`config.mk`:
```
export PLATFORM = sky130hd
export DESIGN_NAME = decode_stage
export DESIGN_NICKNAME = d
export VERILOG_FILES = /design/src/rtl/decode_stage.sv
export SDC_FILE = /design/constraint.sdc
export NUM_CORES = 1
export LEC_CHECK = 0
export CAP_MARGIN = 20
export CORE_MARGIN = 4
export CORE_UTILIZATION = 30
export CTS_CLUSTER_DIAMETER = 80
export DETAILED_ROUTE_END_ITERATION = 10
export GPL_TIMING_DRIVEN = 1
export PLACE_DENSITY = 0.57
export SYNTH_ARGS = -nofsm -noshare
export SYNTH_HDL_FRONTEND = slang
export SYNTH_SLANG_ARGS = --single-unit
```
`constraint.sdc`:
```
create_clock -name clk -period 2.25 [get_ports clk]
set_input_delay 0.225 -clock clk [delete_from_list [all_inputs] [get_ports clk]]
set_output_delay 0.225 -clock clk [all_outputs]
set_load 0.02 [all_outputs]
```
`src/rtl/decode_stage.sv`:
```
// Registered RV32/RV64 base-ISA decode stage: field extraction, format classification,
// sign-extended immediate generation and illegal-opcode detection behind a valid/ready slot.
module decode_stage #(
  parameter int XLEN  = 32,
  parameter int PC_W  = 32,
  parameter int CNT_W = 16
) (
  input  logic             clk,
  input  logic             rst_n,
  input  logic             flush,
  input  logic             in_valid,
  output logic             in_ready,
  input  logic [31:0]      in_instr,
  input  logic [PC_W-1:0]  in_pc,
  output logic             out_valid,
  input  logic             out_ready,
  output logic [PC_W-1:0]  out_pc,
  output logic [6:0]       out_op,
  output logic [4:0]       out_rd,
  output logic [2:0]       out_funct3,
  output logic [4:0]       out_rs1,
  output logic [4:0]       out_rs2,
  output logic [6:0]       out_funct7,
  output logic [2:0]       out_fmt,
  output logic [XLEN-1:0]  out_imm,
  output logic             out_rd_we,
  output logic             out_illegal,
  output logic [CNT_W-1:0] decoded_count
);

  localparam logic [2:0] FMT_R   = 3'd0;
  localparam logic [2:0] FMT_I   = 3'd1;
  localparam logic [2:0] FMT_S   = 3'd2;
  localparam logic [2:0] FMT_B   = 3'd3;
  localparam logic [2:0] FMT_U   = 3'd4;
  localparam logic [2:0] FMT_J   = 3'd5;
  localparam logic [2:0] FMT_ILL = 3'd7;

  logic [2:0]      fmt_s;
  logic            illegal_s;
  logic [31:0]     imm32_s;
  logic [XLEN-1:0] imm_s;
  logic            rd_we_s;
  logic            accept_s;
  logic            drain_s;

  // Format classification from the opcode; compressed/short encodings are illegal
  always_comb begin
    fmt_s = FMT_ILL;
    if (in_instr[1:0] != 2'b11) begin
      fmt_s = FMT_ILL;
    end else begin
      case (in_instr[6:0])
        7'b0110011: fmt_s = FMT_R;
        7'b0010011, 7'b0000011, 7'b1100111,
        7'b1110011, 7'b0001111: fmt_s = FMT_I;
        7'b0100011: fmt_s = FMT_S;
        7'b1100011: fmt_s = FMT_B;
        7'b0110111, 7'b0010111: fmt_s = FMT_U;
        7'b1101111: fmt_s = FMT_J;
        default:    fmt_s = FMT_ILL;
      endcase
    end
    illegal_s = (fmt_s == FMT_ILL);
  end

  // 32-bit immediate per format, then sign-extended to XLEN
  always_comb begin
    case (fmt_s)
      FMT_I:   imm32_s = {{20{in_instr[31]}}, in_instr[31:20]};
      FMT_S:   imm32_s = {{20{in_instr[31]}}, in_instr[31:25], in_instr[11:7]};
      FMT_B:   imm32_s = {{19{in_instr[31]}}, in_instr[31], in_instr[7],
                          in_instr[30:25], in_instr[11:8], 1'b0};
      FMT_U:   imm32_s = {in_instr[31:12], 12'b0};
      FMT_J:   imm32_s = {{11{in_instr[31]}}, in_instr[31], in_instr[19:12],
                          in_instr[20], in_instr[30:21], 1'b0};
      default: imm32_s = 32'd0;
    endcase
    imm_s = XLEN'($signed(imm32_s));
  end

  // FENCE is I-format but never writes rd
  always_comb begin
    rd_we_s = 1'b0;
    if ((fmt_s == FMT_R || fmt_s == FMT_I || fmt_s == FMT_U || fmt_s == FMT_J) &&
        in_instr[11:7] != 5'd0 && in_instr[6:0] != 7'b0001111) begin
      rd_we_s = 1'b1;
    end else begin
      rd_we_s = 1'b0;
    end
  end

  assign in_ready = !out_valid || out_ready;
  assign accept_s = in_valid && in_ready && !flush;
  assign drain_s  = out_valid && out_ready;

  // Single-entry output register; flush empties it but a drain in the same cycle still counts
  always_ff @(posedge clk or negedge rst_n) begin
    if (!rst_n) begin
      out_valid     <= 1'b0;
      out_pc        <= '0;
      out_op        <= 7'd0;
      out_rd        <= 5'd0;
      out_funct3    <= 3'd0;
      out_rs1       <= 5'd0;
      out_rs2       <= 5'd0;
      out_funct7    <= 7'd0;
      out_fmt       <= 3'd0;
      out_imm       <= '0;
      out_rd_we     <= 1'b0;
      out_illegal   <= 1'b0;
      decoded_count <= '0;
    end else begin
      if (drain_s) begin
        decoded_count <= decoded_count + CNT_W'(1);
      end
      if (flush) begin
        out_valid <= 1'b0;
      end else if (accept_s) begin
        out_valid   <= 1'b1;
        out_pc      <= in_pc;
        out_op      <= in_instr[6:0];
        out_rd      <= in_instr[11:7];
        out_funct3  <= in_instr[14:12];
        out_rs1     <= in_instr[19:15];
        out_rs2     <= in_instr[24:20];
        out_funct7  <= in_instr[31:25];
        out_fmt     <= fmt_s;
        out_imm     <= imm_s;
        out_rd_we   <= rd_we_s;
        out_illegal <= illegal_s;
      end else if (drain_s) begin
        out_valid <= 1'b0;
      end else begin
        out_valid <= out_valid;
      end
    end
  end

endmodule

```
# Word level (Yosys, flattened, before mapping)
# Index checks and enable logic that the tools add are counted.
# classes
shift	0
multipliers	0
div	0
n_addsub	1
reduce_logical	17
n_eq_ne	19
bitwise_logic	1
n_mux	7
magnitude_cmp	0
# op_table
cell	n
$pmux 32 s5	1
$eq 7x7->1 const B	4
$eq 7x6->1 const B	3
$pmux 3 s6	1
$add 16x1->16 const B	1
$eq 7x5->1 const B	2
$eq 3x3->1 const B	3
$eq 7x2->1 const B	1
$eq 7x4->1 const B	1
$ne 7x4->1 const B	1
$eq 3x2->1 const B	2
$logic_and 1x1->1	5
$reduce_bool 5->1	1
$reduce_or 5->1	1
$logic_or 1x1->1	4
$mux 1	4
$eq 3x1->1 const B	1
$logic_not 3->1	1
$mux 3	1
$reduce_bool 3->1	1
$logic_not 1->1	2
$ne 2x2->1 const B	1
$reduce_and 2->1	1
$reduce_or 2->1	1
$not 1->1	1
# totals
n_memories	0
rom_bits	0
inputBits	69
register_bits	118
elab_cells	58
output_inout_bits	119
latchBits	0
mem_bits_rw	0

# Depth between registers and ports, before layout
# logic_depth
ltp_word	11
mapped_depth	8
ltp_nobuf	6

# Worst setup path after synthesis
# OpenSTA, ideal clock, no wires.
# synth_path
kind	reg-to-reg
from	register out_valid
to	register out_imm[11]
setup_slack_ns	0.389
t_arrival_ns	1.775
setup_time_ns	0.086
t_required_ns	2.164
period_less_slack_ns	1.861
stages_incl_launch_ff	9
cell_sequence	dfrtp_1 -> nor2b_1 -> inv_1 -> nand3b_1 -> buf_4 -> or2_1 -> buf_6 -> buf_6 -> a32oi_2
# synth_between
elab_chain_len	5
# synth_rtl
item	line	source
start: declaration	15	output logic out_valid,
start signal: assignment	135	out_valid <= out_valid;
$logic_not 1->1	93	assign in_ready = !out_valid || out_ready;
$logic_or 1x1->1	93	
net in_ready	12	output logic in_ready,
$logic_and 1x1->1 (2 in series)	94	assign accept_s = in_valid && in_ready && !flush;
$reduce_and 2->1 (no line)	-	
end signal: assignment	129	out_imm <= imm_s;
end: declaration	25	output logic [XLEN-1:0] out_imm,
# The timed path passes the listed nets, and every way through them passes these cells.
# A chain may end at the register's enable or synchronous reset.

# Worst setup path after layout
# layout_path
from	register out_valid
to	register out_imm[8]
# layout_between
elab_chain_len	5
# layout_rtl
item	line
$logic_not 1->1	93
$logic_or 1x1->1	93
$logic_and 1x1->1 (2 in series)	94
$reduce_and 2->1 (no line)	-
# Every way passes these cells.

==> results by group <==
STA
  – Fin crit share: a little under nine tenths
  – Tightest Pin Transition: about 560 ps
  – Final Hold Fails: 0
  – Slew margin rel.: between 60% and 70%
  – RSZ-0062 raised after global routing: false
  – Final setup fails: 0
  – Setup TNS: 0 ps
  – Max Clk Rate: approximately 520 MHz
  – Worst Skew: ~5.4 ps
  – Max Slew Vio Count: 0
  – Minimum clock period: around 1900 ps

Layout
  – Most frequent cells in the layout: nand2_1 (222), clkdlybuf4s50_1 (186), dfrtp_1 (118)
  – N_diodes: 0
  – Multi-input logic area: between 2000 and 2500 sq um
  – Layout cell share with drive strength beyond 1: between 10% and 20%
  – Register area: around 3000 sq um
  – Fillers: about 1,600
  – Post-Layout Cell Count: ~970
  – Commonest non-fill, non-tap cell in the layout: nand2_1
  – Layout overhead on the synthesized area: 53.9%
  – Nets: between 800 and 900

Place
  – Routability cong.: about 0.86
  – Placed cell count: roughly 940
  – I/O Buffers: approximately 190
  – DP HPWL: between 10 and 15 mm

Routing
  – Vias: between 4,000 and 5,000
  – Initial drt markers: 190
  – Routed Antenna Nets: 0
  – Drt pass-1 iters: 4
  – DR DRC count: 0
  – Wirelength per Cell: between 15 and 20 um
  – DR vias/cell: 4.70
  – Routed wire length: approximately 16 mm

Floorplan
  – Die Span Y: ~140 um
  – Die area: 19,400 sq um
  – Core area: approximately 17,000 sq um
  – Initial Util: just over 30%
  – Overall die width: 139 um
  – # rows: between 40 and 50
  – I/O pins: approximately 190

Synth
  – Yosys warnings: 0
  – #FFs+latches synth: between 100 and 150
  – Synthesized area: slightly above 5000 sq um
  – Register area share after synthesis: 57.3%
  – Netlist cell types: between 50 and 60
  – Syn_area_per_cell: 9.66 sq um
  – Syn nets: 604
  – Async set-reset flop share out of synthesis: 100%
  – Synthesized instance count: 534
  – Post-synth EDFFs: 0
  – Most used DFF post-synth: dfrtp_1

Worst setup path
  – Crit Path Class: reg2reg
  – Critical Path AT: approximately 2300 ps
  – Worst R2R Path Depth: 7
  – Crit. End Element: register
  – CP Launch Type: register
  – WP data required: roughly 2600 ps
  – Max FO, Critical Path: 12

Power and ir drop
  – Pwr dens: 796 nW/um^2
  – Tot Pwr: 6.32 mW
  – VDD IR-drop max: 0.508 mV
  – Leakage power: approximately 3.6 nW

CTS
  – CTS Buffer Depth: 2
  – Clock root buffer: clkbuf_16
  – CTS clk-pin slew, worst paths: 50 ps
  – Clock Latency Late Sink: between 400 and 500 ps
  – CTS Sinks: about 120
  – CTS tree: built
  – Num CTS Buffers: 17
  – H-tree lvl count: 4

Global routing
  – Gr usage total: between 10% and 20%
  – First-pass GRT wire length: roughly 26 mm
  – Grt ovf: 0
  – Antenna violations before repair: 0
  – Largest net degree at the start of global routing: 54
  – Vias in the first global route: 4,729

Min path
  – Cells on Worst Hold Path: 3
  – Hold WC Path Type: in2reg

Status
  – Status: finished, final reports clean

Flow run
  – MaxCap Viol Count: 0
==> layer usage <==
layer / vias to the layer above / GRT usage [%] / part of all wire [%]
met5: - / 0 / 0
met4: 0 / 4.58 / 1.2
met3: 15 / 6.59 / 8.1
met2: 165 / 25.9 / 45
met1: 2191 / 21.7 / 46
li1: 2186 / - / -
==> flip-flops by register name, summed over array words and instances (netlist names), 3 cells and up <==
register	count
decoded_count	16
out_funct3	3
out_op	7
out_funct7	7
out_imm	32
out_rs1	5
out_rs2	5
out_fmt	3
out_pc	32
out_rd	5
==> cell usage after synthesis, types with 2 or more instances <==
master | instances | area (sq um)
nor2_1 | 12 | 45.0
nor3b_1 | 3 | 22.5
xnor2_1 | 11 | 96.3
and3_1 | 3 | 18.8
nand3_1 | 5 | 25.0
a221o_1 | 8 | 80.1
buf_6 | 4 | 45.0
nand4_1 | 3 | 18.8
nand4b_1 | 2 | 17.5
a31oi_1 | 3 | 18.8
o21ai_0 | 19 | 95.1
or3_1 | 2 | 12.5
nand2_1 | 222 | 833
and2_1 | 2 | 12.5
xor2_1 | 4 | 35.0
dfrtp_1 | 118 | 2950
a22oi_2 | 9 | 113
o21a_1 | 3 | 22.5
buf_4 | 3 | 22.5
a22oi_1 | 6 | 45.0
a22o_1 | 6 | 52.6
inv_1 | 4 | 15.0
a21oi_1 | 21 | 105
clkbuf_1 | 12 | 45.0
nor2b_1 | 3 | 18.8
nor4_4 | 2 | 42.5
buf_2 | 12 | 60.1
==> worst max-delay path, cell delays in order, from the launching register on <==
cell,delay (ps)
dfrtp_1,400
nor2b_1,170
inv_1,80
nand3b_1,170
buf_12,210
nor2_1,300
o21a_1,360
a22o_1,190
==> per-stage QoR <==
stage,utilization [%],instance area [sq um],worst slack [ps],hold slack (ps)
after floorplan,-,5160,389,-70.6
after global placement,44.4,7420,82.3,240
after detailed placement,44.4,7420,33.3,244
after CTS,47.5,7940,308,328
after global routing,47.5,7940,193,344
final,47.5,7940,311,349
==> worst paths after layout <==
| check | start | end | slack (ps) |
|---|---|---|---|
| worst max-delay path | out_valid$_DFFE_PN0P_ | out_imm[8]$_DFFE_PN0P_ | 310 |
| worst min-delay path | in_pc[13] | out_pc[13]$_DFFE_PN0P_ | 350 |
| worst max register to register | out_valid$_DFFE_PN0P_ | out_imm[8]$_DFFE_PN0P_ | 310 |
| worst min register to register | out_pc[4]$_DFFE_PN0P_ | out_pc[4]$_DFFE_PN0P_ | 470 |
| max in group asynchronous | rst_n | out_pc[20]$_DFFE_PN0P_ | 1210 |
| min in group asynchronous | rst_n | decoded_count[10]$_DFFE_PN0P_ | 360 |
==> area by class of cell <==
type | instances | share of cell area (%)
clock buffers | 23 | 5.64
flip-flops and latches | 118 | 37.2
well taps | 220 | 3.47
clock inverters | 9 | 0.709
inverters | 5 | 0.268
repair buffers | 214 | 27.2
multi-input cells | 380 | 25.5
==> what timing repair did <==
action | in CTS | in global routing
hold buffers | 1 | 0
setup endpoints to repair | 0 | 0
gates resized for setup | 0 | 0
setup buffers | 0 | 0
endpoints found under the hold margin | 36 | 0
==> logic make-up after synthesis <==
family                   count (synthesis)  synth area share [%]
AO/OA/AOI/OAI                           89                  12.9
XOR/XNOR                                15                  2.55
adder cells (fa/ha/maj)                  1                 0.243
buffers and inverters                   36                  3.76
flip-flops                             118                  57.3
multiplexers                             1                 0.218
AND/OR/NAND/NOR                        274                  23.0
==> report_power, final <==
part	switching (mW)	total (mW)	internal [mW]
clock network	0.942	2.34	1.39
registers	0.173	2.53	2.36
logic	0.754	1.44	0.691
total	1.87	6.32	4.45
Note: power is estimated with default switching activity, not from simulation.
